File: config.mk
export PLATFORM = sky130hd
export DESIGN_NAME = audio_mixer_seq
export DESIGN_NICKNAME = d
export VERILOG_FILES = /design/src/rtl/audio_mixer_seq.sv
export SDC_FILE = /design/constraint.sdc
export NUM_CORES = 1
export LEC_CHECK = 0
export CORE_MARGIN = 2
export CORE_UTILIZATION = 55
export CTS_CLUSTER_SIZE = 30
export DETAILED_ROUTE_END_ITERATION = 16
export DONT_BUFFER_PORTS = 1
export PLACE_DENSITY = 0.71
export SYNTH_ARGS = -nofsm -noshare
export SYNTH_HDL_FRONTEND = slang
export SYNTH_SLANG_ARGS = --single-unit
File: constraint.sdc
create_clock -name clk_i -period 21.9 [get_ports clk_i]
set_input_delay 1.095 -clock clk_i [delete_from_list [all_inputs] [get_ports clk_i]]
set_output_delay 1.095 -clock clk_i [all_outputs]
set_load 0.02 [all_outputs]
File: src/rtl/audio_mixer_seq.sv
// audio_mixer_seq: sequential N-channel stereo mixer.
// On a request it snapshots all channels, then accumulates one channel per clock
// (gain, floor-rounded rescale, L/R routing) and finally saturates the two sums
// to signed 16-bit outputs with sticky clip flags.
module audio_mixer_seq #(
    parameter int NUM_CH = 4,
    parameter int GAIN_W = 8
) (
    input  logic                     clk_i,
    input  logic                     rst_i,
    input  logic                     sample_req_i,
    input  logic [NUM_CH*16-1:0]     ch_data_i,
    input  logic [NUM_CH*GAIN_W-1:0] ch_gain_i,
    input  logic [NUM_CH*2-1:0]      ch_route_i,
    input  logic                     clip_clr_i,
    output logic signed [15:0]       left_o,
    output logic signed [15:0]       right_o,
    output logic                     valid_o,
    output logic                     busy_o,
    output logic                     clip_l_o,
    output logic                     clip_r_o,
    output logic                     overrun_o
);
    // product of signed sample and zero-extended gain
    localparam int P_W   = 16 + GAIN_W + 1;
    // wide enough that NUM_CH worst-case terms never wrap
    localparam int ACC_W = 16 + GAIN_W + $clog2(NUM_CH) + 1;
    localparam int IDX_W = (NUM_CH > 1) ? $clog2(NUM_CH) : 1;

    localparam logic signed [ACC_W-1:0] MAX_S = ACC_W'(32767);
    localparam logic signed [ACC_W-1:0] MIN_S = ACC_W'(-32768);

    typedef enum logic [1:0] {IDLE, ACCUM, OUT} state_t;

    state_t                         state;
    logic [NUM_CH-1:0][15:0]        snap_data;
    logic [NUM_CH-1:0][GAIN_W-1:0]  snap_gain;
    logic [NUM_CH-1:0][1:0]         snap_route;
    logic [IDX_W-1:0]               idx;
    logic signed [ACC_W-1:0]        acc_l;
    logic signed [ACC_W-1:0]        acc_r;

    logic signed [15:0]             cur_data;
    logic signed [GAIN_W:0]         cur_gain;
    logic [1:0]                     cur_route;
    logic signed [P_W-1:0]          prod;
    logic signed [P_W-1:0]          prod_sh;
    logic signed [ACC_W-1:0]        term;

    // Current channel term: gain is unsigned, so it gets a zero sign bit;
    // the arithmetic shift rescales unity gain back to 1.0 with floor rounding.
    assign cur_data  = snap_data[idx];
    assign cur_gain  = {1'b0, snap_gain[idx]};
    assign cur_route = snap_route[idx];
    assign prod      = P_W'(cur_data) * P_W'(cur_gain);
    assign prod_sh   = prod >>> (GAIN_W - 1);
    assign term      = ACC_W'(prod_sh);

    function automatic logic [15:0] sat16(input logic signed [ACC_W-1:0] a);
        if (a > MAX_S)      return 16'h7fff;
        else if (a < MIN_S) return 16'h8000;
        else                return a[15:0];
    endfunction

    function automatic logic clipped(input logic signed [ACC_W-1:0] a);
        return (a > MAX_S) || (a < MIN_S);
    endfunction

    // Mix sequencer: snapshot, per-channel accumulate, saturate and publish.
    always_ff @(posedge clk_i) begin
        if (rst_i) begin
            state      <= IDLE;
            snap_data  <= '0;
            snap_gain  <= '0;
            snap_route <= '0;
            idx        <= '0;
            acc_l      <= '0;
            acc_r      <= '0;
            left_o     <= '0;
            right_o    <= '0;
            valid_o    <= 1'b0;
            busy_o     <= 1'b0;
            clip_l_o   <= 1'b0;
            clip_r_o   <= 1'b0;
            overrun_o  <= 1'b0;
        end else begin
            valid_o   <= 1'b0;
            // a request landing while busy is dropped and reported a cycle later
            overrun_o <= sample_req_i && busy_o;
            // clear first so a clip set later in this block takes priority
            if (clip_clr_i) begin
                clip_l_o <= 1'b0;
                clip_r_o <= 1'b0;
            end
            case (state)
                IDLE: begin
                    if (sample_req_i) begin
                        snap_data  <= ch_data_i;
                        snap_gain  <= ch_gain_i;
                        snap_route <= ch_route_i;
                        acc_l      <= '0;
                        acc_r      <= '0;
                        idx        <= '0;
                        busy_o     <= 1'b1;
                        state      <= ACCUM;
                    end
                end
                ACCUM: begin
                    if (cur_route[0]) acc_l <= acc_l + term;
                    if (cur_route[1]) acc_r <= acc_r + term;
                    idx <= idx + IDX_W'(1);
                    if (idx == IDX_W'(NUM_CH - 1)) state <= OUT;
                end
                OUT: begin
                    left_o  <= sat16(acc_l);
                    right_o <= sat16(acc_r);
                    valid_o <= 1'b1;
                    busy_o  <= 1'b0;
                    if (clipped(acc_l)) clip_l_o <= 1'b1;
                    if (clipped(acc_r)) clip_r_o <= 1'b1;
                    state   <= IDLE;
                end
                default: state <= IDLE;
            endcase
        end
    end

endmodule

==> impl_results.md <==
* Outcome: finished, final reports clean
* Cell-internal power at 596 µW
* Top FF cell, synth: dfxtp_1
* Row cnt at 59
* Crit end category: flip-flop
* Final period utilization at 40.9%
* Layout area overhead at 5.94%
* Synthesized net count at around 2.1k
* Post-DP Area at 14700 µm²
* Hold-critical path depth at 2
* Top cell type's share of synthesized area at between 20% and 30%
* Remaining routing DRC violations at 0
* Sequential fraction of the synthesis area at between 20 and 30%
* Inserted Clock Buffers at 17
* Starting density of the core at 55.7%
* Worst Hold Class: reg2reg
* Clock period minus worst slack at 8.97 ns
* Post-Syn Instances at about 1.8k
* Die Y at approximately 170 µm
* RSZ-0062 raised after global routing: false
* Post-synth EDFFs at 0
* Synthesized area at 14500 µm²
* MaxCap Viol Count at 0
* Startpoint types: flip-flop
* Lkg Pwr at between 0.006 and 0.007 µW
* Clock buffer depth at 2
* Post-route cell area at 15300 µm²
* Clock share of power at between 30% and 40%
* Pre-CTS setup slack at 12.97 ns
* Io pins at approximately 150
* Flop2flop setup slack at approximately 13 ns
* Area of the core at 26000 µm²
* Post-synth top area cell: dfxtp_1
* Mean routed wirelength per cell at between 15 and 20 µm
* Sw Share at between 30% and 40%
* GRT overflow at 0
* First-pass GRT wire length at between 50000 and 60000 µm
* Setup slack after layout at 12.93 ns
* Starting DRT DRC Count at 885
* Post-CTS resize count at 0
* Met3 Usage GRT at approximately 3%
* M2 GR Usage at between 40% and 50%
* CP max FO at 20
* Hpwl dp at 24900 µm
* Max Slew Vio Count at 0
* Peak VDD IR at 56.8 µV
* Post-synth top cells: nand2_1 (359), dfxtp_1 (199), a21oi_1 (182)
* Max transition margin at 29.0%
* Ratio of cells with drive above 1 in the final layout at 5.13%
* Syn avg cell area at 8.26 µm²
* Slew @ Worst Pin at ~1.1 ns
* Post-route setup TNS at 0 ns
* Worst-path cell with the longest stage delay: mux4_2
* YS warnings at 0
* Clock H-tree levels at 4
* Root Buffer: clkbuf_16
* Postcts setup bufs at 0
* Arrival time worst endpoint at 9.31 ns
* Clock transition at the registers of the reported paths at 0.09 ns
* Top-count cell post-synth: nand2_1
* Critical Path RT at 22.24 ns
* Hold_buf cts at 0
* Total wire length at 33300 µm
* Fraction of registers with async set/reset at 0%
* Clk sink count at 199
* Initial antenna violation count at 0
* Worst Skew at between 0.015 and 0.02 ns
* Via density at 5.72
* Netlist cell types at just under 70
* Placer congestion estimate at approximately 0.86
* Crit-path max cell delay at 0.73 ns
* Fill cells at 2350
* Synth Register Bits at 199
* Sw Pwr at 288 µW
* Die span in x at 166 µm
* Top post-synthesis cells by area: dfxtp_1 (28%), fa_1 (14%), nand2_1 (9.3%)
* Crit Path Class: reg2reg
* Nets at 2011
* Met1 GRT Util at 34.1%
* Port bufs at 0
* PD cells at 57.7 nW/µm²
* Combinational share of power at 18.2%
* Vias in the first global route at 11.5k
* Drt first pass iters at 6
* DRT antenna net count at 0
* Die area at 27600 µm²
* TritonCTS clock tree: built
* Total number of vias at 11.7k
* Share of power burned in registers at 43.4%
* Antenna cell count at 0
* Critical Path Most Common Cell: a21o_1
* Worst skew pair latency at 0.45 ns
* Final hold vios at 0
* GRT Util Overall at 24.3%
* Total Power at 884 µW
* Fmax at approximately 110 MHz
* Largest net degree at the start of global routing at 165
* Worst reg2reg path depth at 29
* Gr busiest metal: met2
* Final setup viols at 0
-- per-stage QoR --
stage,hold WS (ns),util [%],std cells
global placement,0.439,56.5,2017
CTS,0.453,59.0,2049
floorplan,0.432,-,1753
global route,0.467,59.0,2049
detailed placement,0.440,56.5,2017
finish,0.453,59.0,2049
-- layout make-up --
type	count	area, µm²	area share, %
clock buffer	17	425	2.77
clock inverter	15	220	1.44
inverter	150	563	3.67
multi-input combinational	1321	9640	62.8
sequential	199	3990	26.0
tap	335	419	2.73
timing repair buffer	12	90.1	0.587
-- sequential cells by signal, indices dropped and copies added (netlist names) --
name,flops
state,2
left_o,16
clip_l_o,1
clip_r_o,1
acc_r,27
overrun_o,1
acc_l,27
snap_data,64
snap_gain,32
busy_o,1
valid_o,1
snap_route,8
idx,2
right_o,16
-- placed cells by master (no fill, tap or decap), types with 11 or more instances in the layout --
cell,instances
xor2_1,14
o21ai_0,47
clkbuf_16,17
a21oi_1,181
ha_1,99
nand2_1,359
a31oi_1,13
fa_1,103
nand3_1,51
a21o_1,29
o21a_1,11
nor3_1,20
buf_4,12
inv_1,150
nand4_1,15
and2_1,82
and3_1,13
nor2b_1,13
o21ai_1,12
nor2_1,84
xnor2_1,34
dfxtp_1,198
mux4_2,25
-- critical path, delay by kind of cell (launching register included) --
| family | cells | cell delay (ns) |
|---|---|---|
| AOI/OAI and AO/OA | 11 | 2.17 |
| DFF | 1 | 0.55 |
| and+or+nand+nor | 6 | 1.48 |
| muxes | 2 | 1.04 |
| buffers and inverters | 4 | 0.81 |
| adders and majority gates | 6 | 2.78 |
-- routing by layer --
metal  up-vias  part of all wire (%)
li1       5750                     -
met4         0                   1.3
met1      5682                    46
met2       256                    48
met3        35                   4.2
met5         -                     0
-- power groups by stage --
| stage | Sequential (µW) | Combinational, µW | Clock (µW) |
|---|---|---|---|
| CTS | 384 | 162 | 346 |
| floorplan | 388 | 131 | 0 |
| finish | 384 | 161 | 340 |
| global route | 385 | 184 | 359 |
| global placement | 392 | 156 | 0 |
| detailed placement | 392 | 161 | 0 |
-- path summary, 6_finish.rpt --
kind	start	to
worst min-delay path	snap_route[1]	snap_route[1]
worst min register to register	snap_route[1]	snap_route[1]
worst max-delay path	idx[0]	acc_r[26]
worst max register to register	idx[0]	acc_r[26]
-- logic make-up (layout without fill, tap and decap cells) --
logic type	Yosys count	after routing	share of synthesized area (%)
compound gates	352	352	14.6
xor+xnor	48	48	2.90
fa+ha+maj	202	202	22.8
buf+inv	233	194	6.07
flops	199	199	27.5
mux	31	31	4.33
simple gates	688	688	21.8
Note: power is estimated with default switching activity, not from simulation.
